File: src/rtl/bp_pkg.sv
// Shared constants and saturating-counter helpers for the gshare/bimodal branch predictor.
package bp_pkg;

  localparam int DEF_PC_W   = 8;
  localparam int DEF_IDX_W  = 6;
  localparam int DEF_CTR_W  = 2;
  localparam int DEF_GHR_W  = 6;
  localparam int DEF_STAT_W = 16;

  // Helpers work on the widest legal counter; callers truncate to CTR_W.
  localparam int MAX_CTR_W = 4;
  typedef logic [MAX_CTR_W-1:0] ctrWide_t;

  function automatic ctrWide_t ctrReset(input int ctrW);
    return ctrWide_t'((1 << (ctrW - 1)) - 1);
  endfunction

  function automatic ctrWide_t ctrMax(input int ctrW);
    return ctrWide_t'((1 << ctrW) - 1);
  endfunction

  function automatic ctrWide_t satInc(input ctrWide_t val, input int ctrW);
    return (val == ctrMax(ctrW)) ? val : val + ctrWide_t'(1);
  endfunction

  function automatic ctrWide_t satDec(input ctrWide_t val);
    return (val == '0) ? val : val - ctrWide_t'(1);
  endfunction

  function automatic ctrWide_t satUpdate(input ctrWide_t val, input logic up, input int ctrW);
    return up ? satInc(val, ctrW) : satDec(val);
  endfunction

endpackage

File: src/rtl/bp_counter_table.sv
// Saturating-counter pattern table: one combinational lookup port and one
// read-modify-write update port; a same-cycle lookup sees the pre-update value.
module bp_counter_table
  import bp_pkg::*;
#(
  parameter int IDX_W = DEF_IDX_W,
  parameter int CTR_W = DEF_CTR_W
) (
  input  logic             clk,
  input  logic             rst,
  input  logic [IDX_W-1:0] i_rdIdx,
  output logic [CTR_W-1:0] o_rdCtr,
  input  logic             i_updEn,
  input  logic [IDX_W-1:0] i_updIdx,
  input  logic             i_updTaken
);

  localparam int DEPTH = 1 << IDX_W;
  localparam logic [CTR_W-1:0] CTR_RESET = CTR_W'(ctrReset(CTR_W));

  logic [CTR_W-1:0] r_ctr [DEPTH];
  logic [CTR_W-1:0] w_updNext;

  assign o_rdCtr   = r_ctr[i_rdIdx];
  assign w_updNext = CTR_W'(satUpdate(ctrWide_t'(r_ctr[i_updIdx]), i_updTaken, CTR_W));

  always_ff @(posedge clk) begin
    if (rst) begin
      for (int i = 0; i < DEPTH; i++) begin
        r_ctr[i] <= CTR_RESET;
      end
    end else if (i_updEn) begin
      r_ctr[i_updIdx] <= w_updNext;
    end
  end

endmodule

File: src/rtl/gshare_branch_predictor.sv
// Fetch-side direction predictor with EX-stage resolution and statistics.
// Define GSHARE_BP_GSHARE_EN for gshare indexing with a speculative GHR; otherwise bimodal.
module gshare_branch_predictor
  import bp_pkg::*;
#(
  parameter int PC_W   = DEF_PC_W,
  parameter int IDX_W  = DEF_IDX_W,
  parameter int CTR_W  = DEF_CTR_W,
  parameter int GHR_W  = DEF_GHR_W,
  parameter int STAT_W = DEF_STAT_W
) (
  input  logic              clk,
  input  logic              rst,
  input  logic              stall,
  input  logic              f_valid,
  input  logic              f_is_branch,
  input  logic [PC_W-1:0]   f_pc,
  input  logic [PC_W-1:0]   f_pc_plus1,
  input  logic [PC_W-1:0]   f_target,
  output logic              p_taken,
  output logic [PC_W-1:0]   p_next_pc,
  output logic [IDX_W-1:0]  p_idx,
  output logic [GHR_W-1:0]  p_ghr,
  input  logic              r_valid,
  input  logic              r_taken,
  input  logic              r_pred_taken,
  input  logic [IDX_W-1:0]  r_idx,
  input  logic [GHR_W-1:0]  r_ghr,
  input  logic [PC_W-1:0]   r_target,
  input  logic [PC_W-1:0]   r_pc_plus1,
  output logic              mispredict,
  output logic [PC_W-1:0]   corrected_pc,
  output logic [STAT_W-1:0] stat_branches,
  output logic [STAT_W-1:0] stat_mispredicts
);

  logic              w_fetchBranch;
  logic [IDX_W-1:0]  w_idx;
  logic [CTR_W-1:0]  w_ctr;
  logic [GHR_W-1:0]  w_ghr;
  logic              w_unused;
  logic [STAT_W-1:0] r_statBranches;
  logic [STAT_W-1:0] r_statMispredicts;

  assign w_fetchBranch = f_valid && f_is_branch;
  assign w_unused      = ^{f_pc, r_ghr, stall};

`ifdef GSHARE_BP_GSHARE_EN
  logic [GHR_W-1:0] r_ghrSpec;

  // Recovery from a mispredict wins over the speculative shift of a fetched branch.
  always_ff @(posedge clk) begin
    if (rst) begin
      r_ghrSpec <= '0;
    end else if (mispredict) begin
      r_ghrSpec <= {r_ghr[GHR_W-2:0], r_taken};
    end else if (w_fetchBranch && !stall) begin
      r_ghrSpec <= {r_ghrSpec[GHR_W-2:0], p_taken};
    end
  end

  assign w_ghr = r_ghrSpec;
  assign w_idx = f_pc[IDX_W-1:0] ^ IDX_W'(r_ghrSpec);
`else
  assign w_ghr = '0;
  assign w_idx = f_pc[IDX_W-1:0];
`endif

  bp_counter_table #(
    .IDX_W (IDX_W),
    .CTR_W (CTR_W)
  ) u_table (
    .clk        (clk),
    .rst        (rst),
    .i_rdIdx    (w_idx),
    .o_rdCtr    (w_ctr),
    .i_updEn    (r_valid),
    .i_updIdx   (r_idx),
    .i_updTaken (r_taken)
  );

  assign p_taken      = w_fetchBranch && w_ctr[CTR_W-1];
  assign p_next_pc    = p_taken ? f_target : f_pc_plus1;
  assign p_idx        = w_idx;
  assign p_ghr        = w_ghr;
  assign mispredict   = r_valid && (r_taken != r_pred_taken);
  assign corrected_pc = r_taken ? r_target : r_pc_plus1;

  always_ff @(posedge clk) begin
    if (rst) begin
      r_statBranches    <= '0;
      r_statMispredicts <= '0;
    end else if (r_valid) begin
      if (~&r_statBranches) begin
        r_statBranches <= r_statBranches + STAT_W'(1);
      end
      if (mispredict && ~&r_statMispredicts) begin
        r_statMispredicts <= r_statMispredicts + STAT_W'(1);
      end
    end
  end

  assign stat_branches    = r_statBranches;
  assign stat_mispredicts = r_statMispredicts;

endmodule

File: config.mk
export PLATFORM = sky130hd
export DESIGN_NAME = gshare_branch_predictor
export DESIGN_NICKNAME = d
export VERILOG_FILES = /design/src/rtl/bp_pkg.sv /design/src/rtl/bp_counter_table.sv /design/src/rtl/gshare_branch_predictor.sv
export SDC_FILE = /design/constraint.sdc
export NUM_CORES = 1
export LEC_CHECK = 0
export CORE_MARGIN = 2
export CORE_UTILIZATION = 61
export DETAILED_ROUTE_END_ITERATION = 6
export GPL_ROUTABILITY_DRIVEN = 0
export PLACE_DENSITY_LB_ADDON = 0.25
export SLEW_MARGIN = 20
export SYNTH_ARGS = -nofsm -noshare
export SYNTH_HDL_FRONTEND = slang
export SYNTH_HIERARCHICAL = 1
export SYNTH_SLANG_ARGS = --single-unit
export TNS_END_PERCENT = 20
File: constraint.sdc
create_clock -name clk -period 11.4 [get_ports clk]
set_clock_uncertainty 0.2 [all_clocks]
set_input_delay 2.85 -clock clk [delete_from_list [all_inputs] [get_ports clk]]
set_output_delay 2.85 -clock clk [all_outputs]
set_load 0.02 [all_outputs]
==> flow_metrics.env, run 1 <==
export IMPL_status="complete, no violations"
export IMPL_wl_per_cell_um=23.44
export IMPL_cts_hold_buf=0
export IMPL_cts_setup_buffers=0
export IMPL_die_w_um=126.6
export IMPL_cts_resized_gates=0
export IMPL_rows=44
export IMPL_worstSetupStartpointType="input pin"
export IMPL_drt_wl_total_um=25760
export IMPL_placed_area_um2=9998
export IMPL_syn_avg_cell_area_um2=10.77
export IMPL_io_buffers=106
export IMPL_grt_max_degree=69
export IMPL_worst_path_stages=9
export IMPL_core_area_um2=14590
export IMPL_cts_sinks=160
export IMPL_regToRegEndpoint="u_table/r_ctr[4][1]$_SDFFCE_PN0P_"
export IMPL_r2r_slack_ps=7790
export IMPL_path_cells="clkdlybuf4s50_1 > buf_4 > mux4_2 > mux4_2 > a211oi_1 > a21oi_1 > nand3_1 > mux2_2 > clkdlybuf4s50_1"
export IMPL_fillers=1015
export IMPL_cts_tree="built"
export IMPL_start_util=0.6280
export IMPL_setup_viol=0
export IMPL_syn2layout_area_growth_pct=14.99
export IMPL_p_comb_frac=0.138
export IMPL_cp_top_family="buffers and inverters"
export IMPL_drt_first_pass_iters=6
export IMPL_grt_pass1_wl_um=39900
export IMPL_root_buffer="clkbuf_16"
export IMPL_antenna_found_initial=0
export IMPL_yosysWarnings=6
export IMPL_power_leakage_uw=0.003279
export IMPL_worstRegToRegCells=8
export IMPL_syn_area_um2=9163
export IMPL_viasPerCell=6.924
export IMPL_dieArea_um2=16020
export IMPL_clk_pin_slew_ps=60
export IMPL_pwr_density_cell_nw_per_um2=129.7
export IMPL_holdWs_ps=304.6
export IMPL_relSlewSlack=0.3378
export IMPL_tightest_slew_ps=989.6
export IMPL_layout_min_cycle_time_ps=9954
export IMPL_clk_latency_ps=430
export IMPL_critical_path_max_stage_delay_ps=930
export IMPL_hold_class="flip-flop to flip-flop"
export IMPL_cp_max_fo=9
export IMPL_finalSetupTns_ps=0
export IMPL_io_pin_count=122
export IMPL_ir_drop_mv=0.1564
export IMPL_drive_above_1_share=0.1399
export IMPL_layout_nets=964
export IMPL_clockBufferDepth=2
export IMPL_grt_pass1_vias=7361
export IMPL_hold_viol=0
export IMPL_antenna_cells=0
export IMPL_grt_ovfl_total=0
export IMPL_die_h_um=126.6
export IMPL_vias=7609
export IMPL_cp_startpoint="f_pc[0]"
export IMPL_timing_rr_start="u_table/r_ctr[61][0]$_SDFFCE_PN1P_"
export IMPL_track_usage=0.3239
export IMPL_rsz0062_at_grt="no"
export IMPL_cts_inserted_buffers=17
export IMPL_worstPathRequired_ps=8350
export IMPL_critPathKind="input pin to primary output"
export IMPL_cp_slowest_cell="clkdlybuf4s50_1"
export IMPL_period_share=0.8732
export IMPL_crit_end="p_next_pc[5]"
export IMPL_pwr_share_seq=0.476
export IMPL_drv_cap=0
export IMPL_drt_iter0_drc=1231
export IMPL_h_tree_depth=4
export IMPL_max_freq_ghz=0.1005
export IMPL_dp_hpwl_um=17000
export IMPL_p_sw_uw=372.0
export IMPL_drc_errors=0
export IMPL_path_buf_inv=3
export IMPL_syn_inst=851
export IMPL_clockPowerShare=0.386
export IMPL_end_kind="primary output"
export IMPL_crit_arrival_ps=6900
export IMPL_ant_nets=0
export IMPL_swShare=0.2723
export IMPL_intPower_uw=994.1
export IMPL_fin_area_um2=10540
export IMPL_slew_viol_final=0
## per-stage QoR
stage               utilization  total power, uW  setup WS (ps)  std cells
floorplan                     -            796.5           3103        856
global route             0.7222             1403           1306       1099
CTS                      0.7222             1363           1479       1099
detailed placement       0.6853            845.0           1568       1067
global placement         0.6853            838.7           1674       1067
finish                   0.7222             1366           1446       1099
## sequential cells by signal, summed over array words and instances, names as in the netlist
| register | flops |
|---|---|
| u_table/r_ctr | 128 |
| stat_branches | 16 |
| stat_mispredicts | 16 |
## how the worst min path moves through the flow
stage	from	endpoint	slack, ps	cells after the start
2_1_floorplan	stat_mispredicts[4]$_SDFFE_PP0P_	stat_mispredicts[4]$_SDFFE_PP0P_	360	2
4_1_cts	stat_mispredicts[4]$_SDFFE_PP0P_	stat_mispredicts[4]$_SDFFE_PP0P_	300	2
5_1_grt	stat_mispredicts[4]$_SDFFE_PP0P_	stat_mispredicts[4]$_SDFFE_PP0P_	320	2
3_5_place_dp	stat_mispredicts[4]$_SDFFE_PP0P_	stat_mispredicts[4]$_SDFFE_PP0P_	290	2
6_report	stat_mispredicts[4]$_SDFFE_PP0P_	stat_mispredicts[4]$_SDFFE_PP0P_	300	2
3_3_place_gp	stat_mispredicts[4]$_SDFFE_PP0P_	stat_mispredicts[4]$_SDFFE_PP0P_	280	2
## power by group through the flow
stage	clock network, uW	logic, uW	registers, uW
floorplan	0	137	660
global placement	0	178	661
detailed placement	0	183	662
CTS	529	184	650
global route	554	198	651
finish	527	189	650
## worst register-to-register path, stage by stage (launching register included)
cell	delay, ps
edfxtp_1	370
mux4_2	470
a221oi_1	390
nor2_1	130
a21oi_1	190
and4b_1	230
maj3_2	690
buf_4	510
nor3_1	150
## area by class of cell
| cell class | instances | area (um^2) | share of cell area |
|---|---|---|---|
| multi-input combinational | 588 | 4066 | 0.3859 |
| tap | 184 | 230.2 | 0.02185 |
| clock buffer | 19 | 432.9 | 0.04109 |
| clock inverter | 13 | 105.1 | 0.009975 |
| sequential | 160 | 4484 | 0.4256 |
| inverter | 15 | 56.30 | 0.005344 |
| timing repair buffer | 120 | 1161 | 0.1102 |
## routing by layer
layer,vias to the layer above,share of wire,GRT usage
li1,3309,-,-
met1,3631,0.35,0.4082
met2,563,0.49,0.5269
met3,106,0.11,0.08688
met4,0,0.043,0.1461
met5,-,0,0
## layout by cell type, fill, tap and decap left out, types with 7 or more instances in the layout
cell	instances
buf_4	14
clkbuf_16	17
nor2b_1	16
nor4_1	11
mux4_2	26
clkdlybuf4s50_1	105
nor3_1	41
mux2_2	36
mux2i_1	25
nand3_1	63
a221oi_1	7
inv_1	15
dfxtp_1	32
nor2_1	67
a21oi_1	24
nor3_2	8
o31ai_1	17
o21ai_0	53
edfxtp_1	128
a22oi_1	11
nand4_1	12
nand2_1	72
or3_1	10
or4_1	10
No activity file was read; power rests on OpenSTA's default activity.
==> run 2: changes to the inputs <==
--- a/config.mk
+++ b/config.mk
@@ -5,7 +5,7 @@
 export SDC_FILE = /design/constraint.sdc
 export NUM_CORES = 1
 export LEC_CHECK = 0
-export CORE_MARGIN = 2
+export CORE_MARGIN = 5
 export CORE_UTILIZATION = 61
 export DETAILED_ROUTE_END_ITERATION = 6
 export GPL_ROUTABILITY_DRIVEN = 0
==> run 2 against run 1 <==
Net effect:
- the flow now finishes with violations (design-rule violations)
- non-clock buffer count is 2 lower
- critical path depth is the same
- final area unchanged
- clock power grew 3%
- hold slack worse by 5.1 ps
- flip-flop and latch count unchanged
- sequential power about the same
- via count is 0.70% higher
- first-iteration DRC count fell by 1.7%
- utilization is 0.27 points lower
- largest cell class unchanged
==> flow_metrics.env, run 2 (synthesis gave the netlist of run 1 again) <==
export IMPL_status="finished with violations"
export IMPL_violations="design-rule violations"
export IMPL_layout_area_seq_um2=4484
export IMPL_io_buffers=106
export IMPL_worstPathRequired_ps=8350
export IMPL_pwr_share_seq=0.472
export IMPL_hold_viol=0
export IMPL_rows=44
export IMPL_grt_pass1_vias=7248
export IMPL_swShare=0.2547
export IMPL_critPathKind="input pin to primary output"
export IMPL_power_leakage_uw=0.003267
export IMPL_period_share=0.8659
export IMPL_io_pin_count=122
export IMPL_cts_hold_buf=0
export IMPL_setup_viol=0
export IMPL_drt_wl_total_um=25650
export IMPL_cp_max_fo=14
export IMPL_mostFrequentLayoutCell="edfxtp_1"
export IMPL_intPower_uw=1028
export IMPL_dp_hpwl_um=17430
export IMPL_path_buf_inv=2
export IMPL_ant_nets=0
export IMPL_die_w_um=132.6
export IMPL_layout_nets=962
export IMPL_hold_path_depth=2
export IMPL_drv_cap=0
export IMPL_p_comb_frac=0.136
export IMPL_vias=7662
export IMPL_antenna_cells=0
export IMPL_r2r_slack_ps=7820
export IMPL_relSlewSlack=0.2603
export IMPL_tightest_slew_ps=1107
export IMPL_clk_pin_slew_ps=60
export IMPL_grt_max_degree=69
export IMPL_critical_path_max_stage_delay_ps=1120
export IMPL_core_area_um2=14640
export IMPL_layout_min_cycle_time_ps=9871
export IMPL_hold_class="flip-flop to flip-flop"
export IMPL_max_freq_ghz=0.1013
export IMPL_pwr_density_cell_nw_per_um2=131.0
export IMPL_clockBufferDepth=2
export IMPL_dieArea_um2=17570
export IMPL_largest_register="u_table/r_ctr"
export IMPL_die_h_um=132.6
export IMPL_viasPerCell=6.991
export IMPL_most_common_layout_cells="128 x edfxtp_1, 105 x clkdlybuf4s50_1, 72 x nand2_1, 66 x nor2_1, 63 x nand3_1"
export IMPL_regToRegEndpoint="u_table/r_ctr[31][0]$_SDFFCE_PN1P_"
export IMPL_min_delay_start="stat_mispredicts[4]$_SDFFE_PP0P_"
export IMPL_worstRegToRegCells=8
export IMPL_grt_pass1_wl_um=39900
export IMPL_track_usage=0.2906
export IMPL_cts_setup_buffers=0
export IMPL_cts_resized_gates=0
export IMPL_p_sw_uw=351.5
export IMPL_hold_end="stat_mispredicts[4]$_SDFFE_PP0P_"
export IMPL_drive_above_1_share=0.1360
export IMPL_grt_ovfl_total=0
export IMPL_worstSetupStartpointType="input pin"
export IMPL_cts_sinks=160
export IMPL_multi_input_area_um2=4069
export IMPL_timing_rr_start="u_table/r_ctr[61][1]$_SDFFCE_PN0P_"
export IMPL_setup_slack_ps=1529
export IMPL_worst_path_stages=9
export IMPL_path_cells="clkdlybuf4s50_1 > mux4_2 > mux4_2 > nor2b_1 > a211oi_1 > a21oi_1 > nand3_1 > mux2_2 > clkdlybuf4s50_1"
export IMPL_clk_latency_ps=440
export IMPL_pre_cts_slack_ps=1517
export IMPL_fin_util=0.7195
export IMPL_finalSetupTns_ps=0
export IMPL_wl_per_cell_um=23.40
export IMPL_cts_inserted_buffers=17
export IMPL_drt_iter0_drc=1210
export IMPL_end_kind="primary output"
export IMPL_cp_top_family="buffers and inverters"
export IMPL_h_tree_depth=4
export IMPL_fillers=1008
export IMPL_ir_drop_mv=0.1133
export IMPL_root_buffer="clkbuf_16"
export IMPL_slew_viol_final=0
export IMPL_cts_tree="built"
export IMPL_antenna_found_initial=0
export IMPL_clockPowerShare=0.392
export IMPL_start_util=0.6257
export IMPL_drc_errors=3
export IMPL_syn2layout_area_growth_pct=14.99
export IMPL_largest_reg_flops=128
export IMPL_crit_arrival_ps=6820
export IMPL_rsz0062_at_grt="no"
export IMPL_cp_slowest_cell="clkdlybuf4s50_1"
export IMPL_drt_first_pass_iters=7
## run 2: cell types whose count changed in the layout (fill, tap and decap cells not counted), sizes merged
cell / before / now
clkinvlp: 2 / 4
inv: 20 / 16
buf: 15 / 13
bufinv: 0 / 2
clkbuf: 19 / 18
## run 2: area by class of cell
type                    instances  area share
repair buffers                118      0.1088
inverters                      15    0.005344
clock buffers                  18     0.04073
multi-input cells             588      0.3862
well taps                     184     0.02185
flip-flops and latches        160      0.4256
clock inverters                13     0.01152
## run 2: per-layer routing
| layer | part of all wire | vias to the layer above | GRT usage |
|---|---|---|---|
| met5 | 0 | - | 0 |
| met4 | 0.045 | 0 | 0.1328 |
| met3 | 0.14 | 130 | 0.08049 |
| met2 | 0.46 | 666 | 0.4538 |
| met1 | 0.36 | 3556 | 0.3801 |
| li1 | - | 3310 | - |
## run 2: worst max path at each step
stage	start	to	slack, ps
after CTS	f_pc[0]	p_next_pc[5]	1510
final	f_pc[0]	p_next_pc[5]	1530
after floorplan	f_pc[0]	p_next_pc[0]	3100
after global placement	f_pc[0]	p_next_pc[7]	1570
after global routing	f_pc[0]	p_next_pc[5]	1310
after detailed placement	f_pc[0]	p_next_pc[5]	1520
## run 2: stage by stage
stage	cell area [um^2]	hold WS, ps	power [uW]	instances
3_5_place_dp	9983	295.5	846.5	1065
3_3_place_gp	9983	278.8	840.0	1065
2_1_floorplan	9181	363.7	796.5	856
6_report	10540	299.5	1380	1096
5_1_grt	10540	339.5	1420	1096
4_1_cts	10530	304.7	1379	1096
## run 2: worst reg2reg max path: stages (launching register included)
cell and delay, ps:
edfxtp_1 410, mux4_2 480, mux2_2 280, nand2_1 100
o2111ai_1 180, and4bb_1 350, maj3_2 630, buf_4 510
nand4_1 160
## run 2: power by group through the flow
stage	logic (uW)	registers [uW]	clock network (uW)
2_1_floorplan	137	660	0
3_3_place_gp	179	661	0
3_5_place_dp	184	663	0
4_1_cts	184	650	545
5_1_grt	198	651	571
6_report	188	651	541
==> run 3: changes to the inputs <==
--- a/config.mk
+++ b/config.mk
@@ -6,10 +6,12 @@
 export NUM_CORES = 1
 export LEC_CHECK = 0
 export CORE_MARGIN = 5
-export CORE_UTILIZATION = 61
+export CORE_UTILIZATION = 50
+export CTS_CLUSTER_SIZE = 40
 export DETAILED_ROUTE_END_ITERATION = 6
 export GPL_ROUTABILITY_DRIVEN = 0
 export PLACE_DENSITY_LB_ADDON = 0.25
+export RECOVER_POWER = 50
 export SLEW_MARGIN = 20
 export SYNTH_ARGS = -nofsm -noshare
 export SYNTH_HDL_FRONTEND = slang
==> run 3 against run 2 <==
Net effect:
- the run ends with max-capacitance violations, max-slew violations left
- global-route usage fell by 5.0 points
- highest routed layer unchanged
- final area barely moved
- critical path type unchanged
- maximum frequency fell by 0.52%
- utilization fell by 13 points
==> flow_metrics.env, run 3 (synthesis gave the netlist of run 1 again) <==
export IMPL_fin_area_um2=10550
export IMPL_layout_nets=960
export IMPL_vias=7514
export IMPL_finalSetupTns_ps=0
export IMPL_clk_pin_slew_ps=70
export IMPL_start_util=0.5083
export IMPL_slew_viol_final=113
export IMPL_dp_hpwl_um=17120
export IMPL_drt_wl_total_um=25910
export IMPL_die_w_um=145.4
export IMPL_clk_latency_ps=430
export IMPL_io_buffers=106
export IMPL_max_freq_ghz=0.1008
export IMPL_worstRegToRegCells=8
export IMPL_h_tree_depth=4
export IMPL_largest_register="u_table/r_ctr"
export IMPL_cts_setup_buffers=0
export IMPL_grt_pass1_vias=6942
export IMPL_power_leakage_uw=0.003346
export IMPL_layout_min_cycle_time_ps=9923
export IMPL_drc_errors=0
export IMPL_track_usage=0.2410
export IMPL_timing_rr_start="u_table/r_ctr[60][1]$_SDFFCE_PN0P_"
export IMPL_tightest_slew_ps=3147
export IMPL_pwr_density_cell_nw_per_um2=131.2
export IMPL_core_area_um2=18020
export IMPL_rows=49
export IMPL_cp_max_fo=12
export IMPL_cts_hold_buf=0
export IMPL_drv_cap=2
export IMPL_hold_class="flip-flop to flip-flop"
export IMPL_rsz0062_at_grt="no"
export IMPL_critPathKind="input pin to primary output"
export IMPL_worstPathRequired_ps=8350
export IMPL_cts_resized_gates=0
export IMPL_ir_drop_mv=0.1282
export IMPL_dieArea_um2=21130
export IMPL_clockBufferDepth=2
export IMPL_mostFrequentLayoutCell="edfxtp_1"
export IMPL_r2r_slack_ps=7890
export IMPL_hold_viol=0
export IMPL_relSlewSlack=-1.098
export IMPL_io_pin_count=122
export IMPL_grt_pass1_wl_um=40190
export IMPL_drive_above_1_share=0.1306
export IMPL_regToRegEndpoint="u_table/r_ctr[50][0]$_SDFFCE_PN1P_"
export IMPL_setup_viol=0
export IMPL_hold_path_depth=2
export IMPL_status="finished with violations"
export IMPL_grt_ovfl_total=0
export IMPL_antenna_cells=0
export IMPL_largest_reg_flops=128
export IMPL_worstSetupStartpointType="input pin"
export IMPL_placed_area_um2=10030
export IMPL_period_share=0.8704
export IMPL_end_kind="primary output"
export IMPL_syn2layout_area_growth_pct=15.09
export IMPL_violations="max-capacitance violations, max-slew violations"
export IMPL_drt_iter0_drc=970
export IMPL_cts_sinks=160
export IMPL_root_buffer="clkbuf_16"
export IMPL_hold_end="stat_mispredicts[4]$_SDFFE_PP0P_"
export IMPL_grt_max_degree=69
export IMPL_wl_per_cell_um=22.72
export IMPL_fillers=1526
export IMPL_viasPerCell=6.591
export IMPL_cts_tree="built"
export IMPL_antenna_found_initial=1
export IMPL_most_common_layout_cells="128 x edfxtp_1, 72 x nand2_1, 70 x clkdlybuf4s50_1, 67 x nor2_1, 63 x nand3_1"
export IMPL_crit_arrival_ps=6870
export IMPL_cts_inserted_buffers=17
export IMPL_min_delay_start="stat_mispredicts[4]$_SDFFE_PP0P_"
export IMPL_drt_first_pass_iters=6
export IMPL_ant_nets=0
export IMPL_die_h_um=145.4
run 3: cell types whose count changed in the layout (fill, tap and decap cells not counted), sizes merged:
cell,before,now
buf,13,8
bufinv,2,1
clkbuf,18,20
clkdlybuf4s50,105,70
clkinv,6,7
dlygate4sd3,0,35
inv,16,18
run 3: per-layer routing:
metal | share of wire | vias up | GRT usage | wire [um]
li1 | - | 3300 | - | -
met1 | 0.38 | 3637 | 0.3250 | 9973
met4 | 0.024 | 0 | 0.08349 | 634
met3 | 0.12 | 54 | 0.07194 | 3142
met2 | 0.47 | 523 | 0.3736 | 12160
met5 | 0 | - | 0 | 0
run 3: per-stage QoR:
step / power (uW) / std cells / util / worst slack, ps / hold WS [ps]
floorplan: 796.5 / 856 / - / 3103 / 363.7
global placement: 844.9 / 1108 / 0.5562 / 1507 / 298.7
detailed placement: 846.8 / 1108 / 0.5564 / 1503 / 310.1
CTS: 1386 / 1140 / 0.5875 / 1503 / 321.5
global route: 1432 / 1140 / 0.5850 / 1273 / 347.3
finish: 1383 / 1140 / 0.5850 / 1477 / 324.1
run 3: cell type report:
class                   count  area (um^2)  area share
clock buffers              17        425.4     0.04034
clock inverters            15        133.9     0.01270
inverters                  15        56.30    0.005339
multi-input cells         588         4039      0.3830
flip-flops and latches    160         4484      0.4252
well taps                 229        286.5     0.02717
repair buffers            116         1120      0.1062
run 3: power breakdown:
part / leakage [uW] / internal (uW) / total [uW] / switching [uW]
combinational: 0.00167 / 69.8 / 188 / 118
sequential: 0.00141 / 642 / 650 / 8.70
clock: 0.000266 / 302 / 546 / 244
total: 0.00335 / 1010 / 1380 / 370
run 3: how the worst max path moves through the flow:
stage	startpoint	end	slack, ps	cells past startpoint
global route	f_pc[0]	p_next_pc[3]	1270	9
floorplan	f_pc[0]	p_next_pc[0]	3100	8
global placement	f_pc[0]	p_next_pc[5]	1510	9
detailed placement	f_pc[0]	p_next_pc[5]	1500	9
CTS	f_pc[0]	p_next_pc[4]	1500	9
finish	f_pc[0]	p_next_pc[1]	1480	9
run 3: worst max-delay path, cell delays in order:
cell             delay, ps
clkdlybuf4s50_1       1040
buf_4                  320
mux4_2                 520
mux4_2                 510
a211oi_1               290
a21oi_1                100
nand3_1                310
mux2_2                 380
clkdlybuf4s50_1        540
